===== config.mk =====
export PLATFORM = sky130hd
export DESIGN_NAME = ifetch_unit
export DESIGN_NICKNAME = d
export VERILOG_FILES = /design/src/rtl/ifetch_pkg.sv /design/src/rtl/ifetch_unit_npc_calc.sv /design/src/rtl/ifetch_unit.sv
export SDC_FILE = /design/constraint.sdc
export NUM_CORES = 1
export LEC_CHECK = 0
export ABC_AREA = 1
export BUFFER_PORTS_ARGS = -buffer_cell sky130_fd_sc_hd__clkbuf_2
export CELL_PAD_IN_SITES_DETAIL_PLACEMENT = 0
export CELL_PAD_IN_SITES_GLOBAL_PLACEMENT = 1
export CORE_MARGIN = 3
export CORE_UTILIZATION = 35
export CTS_CLUSTER_DIAMETER = 200
export DETAILED_ROUTE_END_ITERATION = 12
export PLACE_DENSITY = 0.79
export SETUP_SLACK_MARGIN = 0.5
export SYNTH_ARGS = -nofsm -noshare
export SYNTH_HDL_FRONTEND = slang
export SYNTH_HIERARCHICAL = 1
export SYNTH_SLANG_ARGS = --single-unit

===== constraint.sdc =====
create_clock -name clk -period 4.1 [get_ports clk]
set_input_delay 0.615 -clock clk [delete_from_list [all_inputs] [get_ports clk]]
set_output_delay 0.615 -clock clk [all_outputs]
set_load 0.005 [all_outputs]

===== src/rtl/ifetch_pkg.sv =====
// Shared definitions for the instruction-fetch unit.
//   state_t      : fetch FSM states (IDLE -> FETCH -> EXEC -> FETCH ...)
//   *_MSB/*_LSB  : bit positions of the MIPS instruction fields in the IR
//   PC_INC       : sequential PC increment (one 32-bit word)
package ifetch_pkg;

  typedef enum logic [1:0] {
    IDLE  = 2'd0,
    FETCH = 2'd1,
    EXEC  = 2'd2
  } state_t;

  localparam int unsigned OP_MSB     = 31;
  localparam int unsigned OP_LSB     = 26;
  localparam int unsigned RS_MSB     = 25;
  localparam int unsigned RS_LSB     = 21;
  localparam int unsigned RT_MSB     = 20;
  localparam int unsigned RT_LSB     = 16;
  localparam int unsigned RD_MSB     = 15;
  localparam int unsigned RD_LSB     = 11;
  localparam int unsigned FUNC_MSB   = 5;
  localparam int unsigned FUNC_LSB   = 0;
  localparam int unsigned IMM_MSB    = 15;
  localparam int unsigned IMM_LSB    = 0;
  localparam int unsigned TARGET_MSB = 25;
  localparam int unsigned TARGET_LSB = 0;

  localparam logic [31:0] PC_INC = 32'd4;

endpackage


===== src/rtl/ifetch_unit_npc_calc.sv =====
// Next-PC selection (purely combinational).
//   pc       in  32 : address of the instruction in IR
//   imm      in  16 : IR immediate (branch offset in words)
//   target   in  26 : IR jump target (word index within the 256 MB region)
//   cu_jmp   in   1 : J in IR (wins over cu_br)
//   cu_br    in   1 : BEQ in IR
//   alu_zero in   1 : BEQ compare result
//   next_pc  out 32 : address of the following instruction
module npc_calc
  import ifetch_pkg::*;
(
  input  logic [31:0] pc,
  input  logic [15:0] imm,
  input  logic [25:0] target,
  input  logic        cu_jmp,
  input  logic        cu_br,
  input  logic        alu_zero,
  output logic [31:0] next_pc
);

  logic [31:0] w_pc4;
  logic [31:0] w_br_off;

  assign w_pc4    = pc + PC_INC;
  // Sign-extended word offset converted to a byte offset.
  assign w_br_off = {{14{imm[15]}}, imm, 2'b00};

  always_comb begin
    next_pc = w_pc4;
    if (cu_jmp) begin
      next_pc = {w_pc4[31:28], target, 2'b00};
    end else if (cu_br && alu_zero) begin
      next_pc = w_pc4 + w_br_off;
    end
  end

endmodule


===== src/rtl/ifetch_unit.sv =====
// Instruction-fetch / program-counter unit of the multi-cycle MIPS-subset core.
// Owns the PC, fetches one word per instruction over a req/valid handshake and
// holds it in the IR, presenting the decoded fields to control and datapath.
//   RESET_PC          : PC after reset (bits [1:0] forced to 0)
//   clk, rst_n        : clock, asynchronous active-low reset
//   imem_req/addr     out : fetch request and word address (held until rvalid)
//   imem_rvalid/rdata in  : returned instruction word (honoured in FETCH only)
//   stall             in  : freezes the EXEC state
//   cu_jmp/cu_br      in  : J / BEQ in IR, from the control unit
//   alu_zero          in  : BEQ compare result
//   instr_valid       out : IR fields valid (EXEC)
//   pc                out : address of the instruction in IR
//   opcode..target    out : IR fields
module ifetch_unit
  import ifetch_pkg::*;
#(
  parameter logic [31:0] RESET_PC = 32'h0000_0000
) (
  input  logic        clk,
  input  logic        rst_n,
  output logic        imem_req,
  output logic [31:0] imem_addr,
  input  logic        imem_rvalid,
  input  logic [31:0] imem_rdata,
  input  logic        stall,
  input  logic        cu_jmp,
  input  logic        cu_br,
  input  logic        alu_zero,
  output logic        instr_valid,
  output logic [31:0] pc,
  output logic [5:0]  opcode,
  output logic [4:0]  rs,
  output logic [4:0]  rt,
  output logic [4:0]  rd,
  output logic [5:0]  func,
  output logic [15:0] imm,
  output logic [25:0] target
);

  localparam logic [31:0] RESET_PC_W = {RESET_PC[31:2], 2'b00};

  state_t      r_state;
  logic [31:0] r_pc;
  logic [31:0] r_ir;
  logic        r_req;
  logic        r_instr_valid;
  logic [31:0] w_next_pc;

  npc_calc u_npc_calc (
    .pc       (r_pc),
    .imm      (r_ir[IMM_MSB:IMM_LSB]),
    .target   (r_ir[TARGET_MSB:TARGET_LSB]),
    .cu_jmp   (cu_jmp),
    .cu_br    (cu_br),
    .alu_zero (alu_zero),
    .next_pc  (w_next_pc)
  );

  // r_req / r_instr_valid are registered copies of the state decode, so the
  // handshake outputs never depend combinationally on any input.
  always_ff @(posedge clk or negedge rst_n) begin
    if (!rst_n) begin
      r_state       <= IDLE;
      r_pc          <= RESET_PC_W;
      r_ir          <= '0;
      r_req         <= 1'b0;
      r_instr_valid <= 1'b0;
    end else begin
      case (r_state)
        IDLE: begin
          r_state <= FETCH;
          r_req   <= 1'b1;
        end
        FETCH: begin
          if (imem_rvalid) begin
            r_ir          <= imem_rdata;
            r_state       <= EXEC;
            r_req         <= 1'b0;
            r_instr_valid <= 1'b1;
          end
        end
        EXEC: begin
          if (!stall) begin
            r_pc          <= w_next_pc;
            r_state       <= FETCH;
            r_req         <= 1'b1;
            r_instr_valid <= 1'b0;
          end
        end
        default: begin
          r_state       <= IDLE;
          r_req         <= 1'b0;
          r_instr_valid <= 1'b0;
        end
      endcase
    end
  end

  assign imem_req    = r_req;
  assign imem_addr   = r_pc;
  assign instr_valid = r_instr_valid;
  assign pc          = r_pc;
  assign opcode      = r_ir[OP_MSB:OP_LSB];
  assign rs          = r_ir[RS_MSB:RS_LSB];
  assign rt          = r_ir[RT_MSB:RT_LSB];
  assign rd          = r_ir[RD_MSB:RD_LSB];
  assign func        = r_ir[FUNC_MSB:FUNC_LSB];
  assign imm         = r_ir[IMM_MSB:IMM_LSB];
  assign target      = r_ir[TARGET_MSB:TARGET_LSB];

endmodule


# == Word-level counts from Yosys, hierarchy flattened ==
# Cells that the tools add are included.
# word_totals
regBits,68
inputBits,39
out_inout_bits,135
elab_cells,30
# classes
n_addsub,2
n_eq_ne,4
n_mux,11
bitwise_logic,2
n_reduce_logical,6
# op_table
operator,count
32-bit 2-to-1 mux,2
"32-bit by 3-bit adder with 32-bit output, second input constant",1
32-bit adder,1
1-bit case mux with 3 select lines,2
2-bit case mux with 3 select lines,1
2-bit AND reduction,3
1-bit 2-to-1 mux,4
2-bit 2-to-1 mux,2
"2-bit != test, second input constant",2
3-bit AND reduction,1
"2-bit by 1-bit == test with 1-bit output, second input constant",1
"2-bit == test, second input constant",1
2-bit logical NOT,1
1-bit inverter,2
1-bit logical AND,1

# == Logic depth before layout (Yosys ltp) ==
# logic_depth
ltp_word,4
depth_mapped,26
depth_no_buf,26

# == Cells and area by module ==
# The synthesis kept the hierarchy.
# by_module_without_submodules
module,instances,cells_each,area_per_inst_um2,seq_area_each_um2
npc_calc,1,755,3738.6,0.0
ifetch_unit,1,364,3226.8,1676.6

# == Worst setup path before layout ==
# OpenSTA, ideal clock, no wires.
# synth_path
path_type,reg2reg
from,"reg r_pc[2], in the netlist imem_addr[2]"
to,"reg r_pc[31], in the netlist imem_addr[31]"
setup_ns,0.066
t_arrival_ns,2.687
required_ns,4.034
path_slack_ns,1.347
path_stages_with_launch,25
n_path_buf,0
period_less_slack_ns,2.753
cell_sequence,dfrtp_1 ha_1 nand2_4 nor2_8 nand2_4 nor2_4 nand2_2 nor2_2 xnor2_1 clkinv_1 ha_1 inv_1 nor3_1 nand2_1 inv_1 nand2_1 nand2_1 inv_1 nand2_1 nand2_1 nand3_1 nand2_1 inv_1 nand3_1 nand2_1
# synth_between
elab_chain_cells,4
# synth_rtl
item,line,source
from (decl),ifetch_unit.sv:43,logic [31:0] r_pc;
from (signal assigned),ifetch_unit.sv:84,r_pc <= w_next_pc;
32-bit by 3-bit adder with 32-bit output (*),ifetch_unit_npc_calc.sv:24,assign w_pc4 = pc + PC_INC;
32-bit adder,ifetch_unit_npc_calc.sv:33,next_pc = w_pc4 + w_br_off;
32-bit 2-to-1 mux,ifetch_unit_npc_calc.sv:32,end else if (cu_br && alu_zero) begin
32-bit 2-to-1 mux (*),ifetch_unit_npc_calc.sv:30,if (cu_jmp) begin
named net w_next_pc[31],ifetch_unit.sv:47,logic [31:0] w_next_pc;
# Mark *: on every way through the listed nets, which the timed path passes. The rest lies on a longest branch.
# A chain may end at the register's enable or synchronous reset.

# == Worst setup path after layout ==
# layout_path
from,"reg r_pc[12], in the netlist imem_addr[12]"
to,"reg r_pc[25], in the netlist imem_addr[25]"
# layout_between
elab_chain_cells,4
# layout_rtl
item,line
32-bit by 3-bit adder with 32-bit output (*),ifetch_unit_npc_calc.sv:24
32-bit adder,ifetch_unit_npc_calc.sv:33
32-bit 2-to-1 mux (*),ifetch_unit_npc_calc.sv:32
32-bit 2-to-1 mux (*),ifetch_unit_npc_calc.sv:30
named net w_next_pc[25],ifetch_unit.sv:47
# Marked as above.

==> metrics.yaml <==
status: "finished clean"
crit_top_cell: "nand2_1"
die_h_um: 147
tritoncts: "yes"
route.vias.total: 7279
timing.final.crit_period_ps: 3390
htree_levels: 3
required_ps: 4380
dp_cells: 1459
clockPowerShare_pct: 13.2
worstPathArrival_ps: 3670
combPwrFrac_pct: 61.7
maxSlewViolCount: 0
hold_viol_final: 0
routedWlPerCell_um: 16.4
diodes: 0
r2r_cells: 18
rows: 50
fmax_mhz: 295
intPower_mw: 2.84
yosysUniqueCellTypes: 41
critPathCaptureType: "flip-flop"
dieArea_um2: 21600
crit_slowest_cell: "dfrtp_1"
dp_hpwl_mm: 19.1
finalCritPeriodShare_pct: 82.6
clk_latency_ps: 350
rrSetupSlack_ps: 710
r2r_end: "imem_addr[25]$_DFFE_PN0P_"
cts_resized: 0
vias_per_cell: 4.93
finalNonFillerCells: 1475
cts_setup_buffers: 0
seq_area_frac_synth_pct: 24.1
num_io_pins: 174
multi_input_area_um2: 4140
area.growth.synth_to_final_pct: 12.3
cts.path.max_buffers: 2
maxCapViolCount: 0
cp-start-kind: "flip-flop"
met3_length_mm: 1.75
antenna_found_initial: 0
critPathMaxFanout: 6
drt_pass1_iterations: 5
final_antenna_net_count: 0
grt_pass1_vias: 6788
power_density_nw_per_um2: 788
place_congestion: 0.955
layout.nets: 1287
total_leakage_power_nw: 4.54
p_seq_share_pct: 25.0
switching_share_pct: 53.9
drtIter0Drc: 515
hp-class: "input pin to async pin"
irDropWorstVdd_v: 0.000403
cp_cell_sequence: "nand2_1 -> nor2_1 -> nand2_1 -> nor2_4 -> nand2_1 -> xor2_1 -> inv_1 -> ha_1 -> nand2_1 -> nor2_1 -> nand2_1 -> nor2_1 -> nand2_1 -> nand4_1 -> nand3_1 -> a21oi_1 -> nand3_1 -> nand2_1"
cts_inserted_buffers: 9
syn_avg_cell_area_um2: 6.22
wl_mm: 24.2
fp.dieW_um: 147
grt_usage_pct: 22.1
drt-met1-wl_mm: 11.0
grt-ovfl-total: 0
cts_hold_buf: 0
portBuffers: 173
tightest_slew_ps: 1040
synth_area_leader_cell: "dfrtp_1"
relSlewSlack_pct: 30.9
rsz0062_at_grt: "yes"
rr_startpoint: "imem_addr[12]$_DFFE_PN0P_"
regArea_um2: 1680
initial_core_util_pct: 36.4
drive_above_1_share_pct: 20.2
cts_sinks: 67
grt_pass1_wl_mm: 37.9
p_switching_mw: 3.32
synth_top_area_share_pct: 24.1
yosys-top-cells-area: "dfrtp_1 24%, nand2_1 22%, nand3_1 8.8%"
core_um2: 19100
synth_nets: 1196
grt_max_degree: 68
cp_slowest_stage_delay_ps: 460
nFillCells: 2127
clock_skew_ps: 6.47
finalSetupViolations: 0
critPathKind: "flip-flop to flip-flop"
syn-instance-count: 1119
drc: 0
top_layer: "met4"
yosysWarnings: 6
fin_setup_tns_ps: 0
ys_ff_latch: 67
netlist_area_um2: 6970
cts-root-buf: "clkbuf_16"
dr_wl_met2_mm: 11.1
clk_pin_slew_ps: 60
-- stage by stage --
| stage | area [um^2] | utilization, % | hold slack, ps | power, mW | setup WS (ps) |
|---|---|---|---|---|---|
| 2_1_floorplan | 6970 | - | 319 | 4.22 | 1350 |
| 3_3_place_gp | 7500 | 39.2 | 465 | 5.32 | 756 |
| 3_5_place_dp | 7500 | 39.2 | 464 | 5.33 | 770 |
| 4_1_cts | 7810 | 40.8 | 432 | 6.17 | 735 |
| 5_1_grt | 7820 | 40.8 | 473 | 6.78 | 497 |
| 6_report | 7820 | 40.8 | 351 | 6.16 | 712 |
-- power by group through the flow --
stage / registers [mW] / logic (mW) / clock network (mW)
floorplan: 1.36 / 2.86 / 0
global placement: 1.54 / 3.78 / 0
detailed placement: 1.55 / 3.78 / 0
CTS: 1.54 / 3.80 / 0.832
global route: 1.60 / 4.32 / 0.860
finish: 1.54 / 3.81 / 0.815
-- cell usage in the layout (no fill, tap or decap), types with 6 or more instances in the layout --
master,netlist,routed
nor2_2,6,7
inv_1,112,112
a31oi_1,12,12
nor2_1,91,90
inv_2,8,8
clkbuf_2,0,172
nand3b_1,6,6
clkbuf_16,0,9
dfrtp_1,67,62
buf_4,72,6
nor3_1,6,6
o21ai_0,12,12
nand3_1,123,123
nand2_1,412,412
nand2_2,9,9
nand4_1,8,8
ha_1,37,36
and2_1,9,9
a21oi_1,46,46
xor2_1,14,14
-- Yosys cell counts, drive strengths merged --
| cell type | instances |
|---|---|
| nand2 | 424 |
| nand3 | 126 |
| inv | 120 |
| nor2 | 104 |
| buf | 87 |
| dfrtp | 67 |
| a21oi | 46 |
| ha | 37 |
| o21ai | 17 |
| xor2 | 16 |
| a31oi | 12 |
| clkbuf | 11 |
| and2 | 10 |
| nand4 | 8 |
| nand3b | 6 |
| nor3 | 6 |
| xnor2 | 6 |
| o21bai | 5 |
| or2 | 4 |
| clkinv | 2 |
| a21o | 1 |
| and3 | 1 |
| fa | 1 |
| nor4 | 1 |
| o211ai | 1 |
-- per-layer routing --
layer  GRT usage (%)  up-vias
li1                -     3644
met1            30.5     3342
met2            36.2      275
met3            4.38       18
met4            4.47        0
met5               0        -
-- registers in the layout (all words and copies together) (netlist names) --
register	flops
imem_addr	32
r_ir	32
r_state	2
instr_valid	1
-- how the worst max path moves through the flow --
stage | startpoint | endpoint | slack [ps] | cells after the start
floorplan | imem_addr[2]$_DFFE_PN0P_ | imem_addr[31]$_DFFE_PN0P_ | 1350 | 24
global placement | imem_addr[4]$_DFFE_PN0P_ | imem_addr[25]$_DFFE_PN0P_ | 760 | 18
detailed placement | imem_addr[4]$_DFFE_PN0P_ | imem_addr[25]$_DFFE_PN0P_ | 770 | 18
CTS | imem_addr[4]$_DFFE_PN0P_ | imem_addr[25]$_DFFE_PN0P_ | 730 | 18
global route | imem_addr[8]$_DFFE_PN0P_ | imem_addr[25]$_DFFE_PN0P_ | 500 | 18
finish | imem_addr[12]$_DFFE_PN0P_ | imem_addr[25]$_DFFE_PN0P_ | 710 | 18
-- critical path, delay by kind of cell (launching register included) --
kind	cells	cell delay [ps]
AOI/OAI and AO/OA	1	210
xor gates and xnor gates	1	210
adders and majority gates	1	340
buffers and inverters	1	100
DFF	1	460
and+or+nand+nor	14	1990
-- cell type report --
class                           instances  area share [%]
Multi-Input combinational cell        832            52.9
Sequential cell                        67            21.5
Timing Repair Buffer                  178            11.6
Inverter                              122            5.87
Tap cell                              260            4.16
Clock buffer                            9            2.88
Clock inverter                          7            1.07
-- cell families after synthesis --
family | after synthesis | synth area share (%)
buf+inv | 220 | 16.6
xor+xnor | 22 | 3.09
compound gates | 82 | 6.36
simple gates | 690 | 42.9
flops | 67 | 24.1
fa+ha+maj | 38 | 6.93
(Power assumes the default switching activity.)
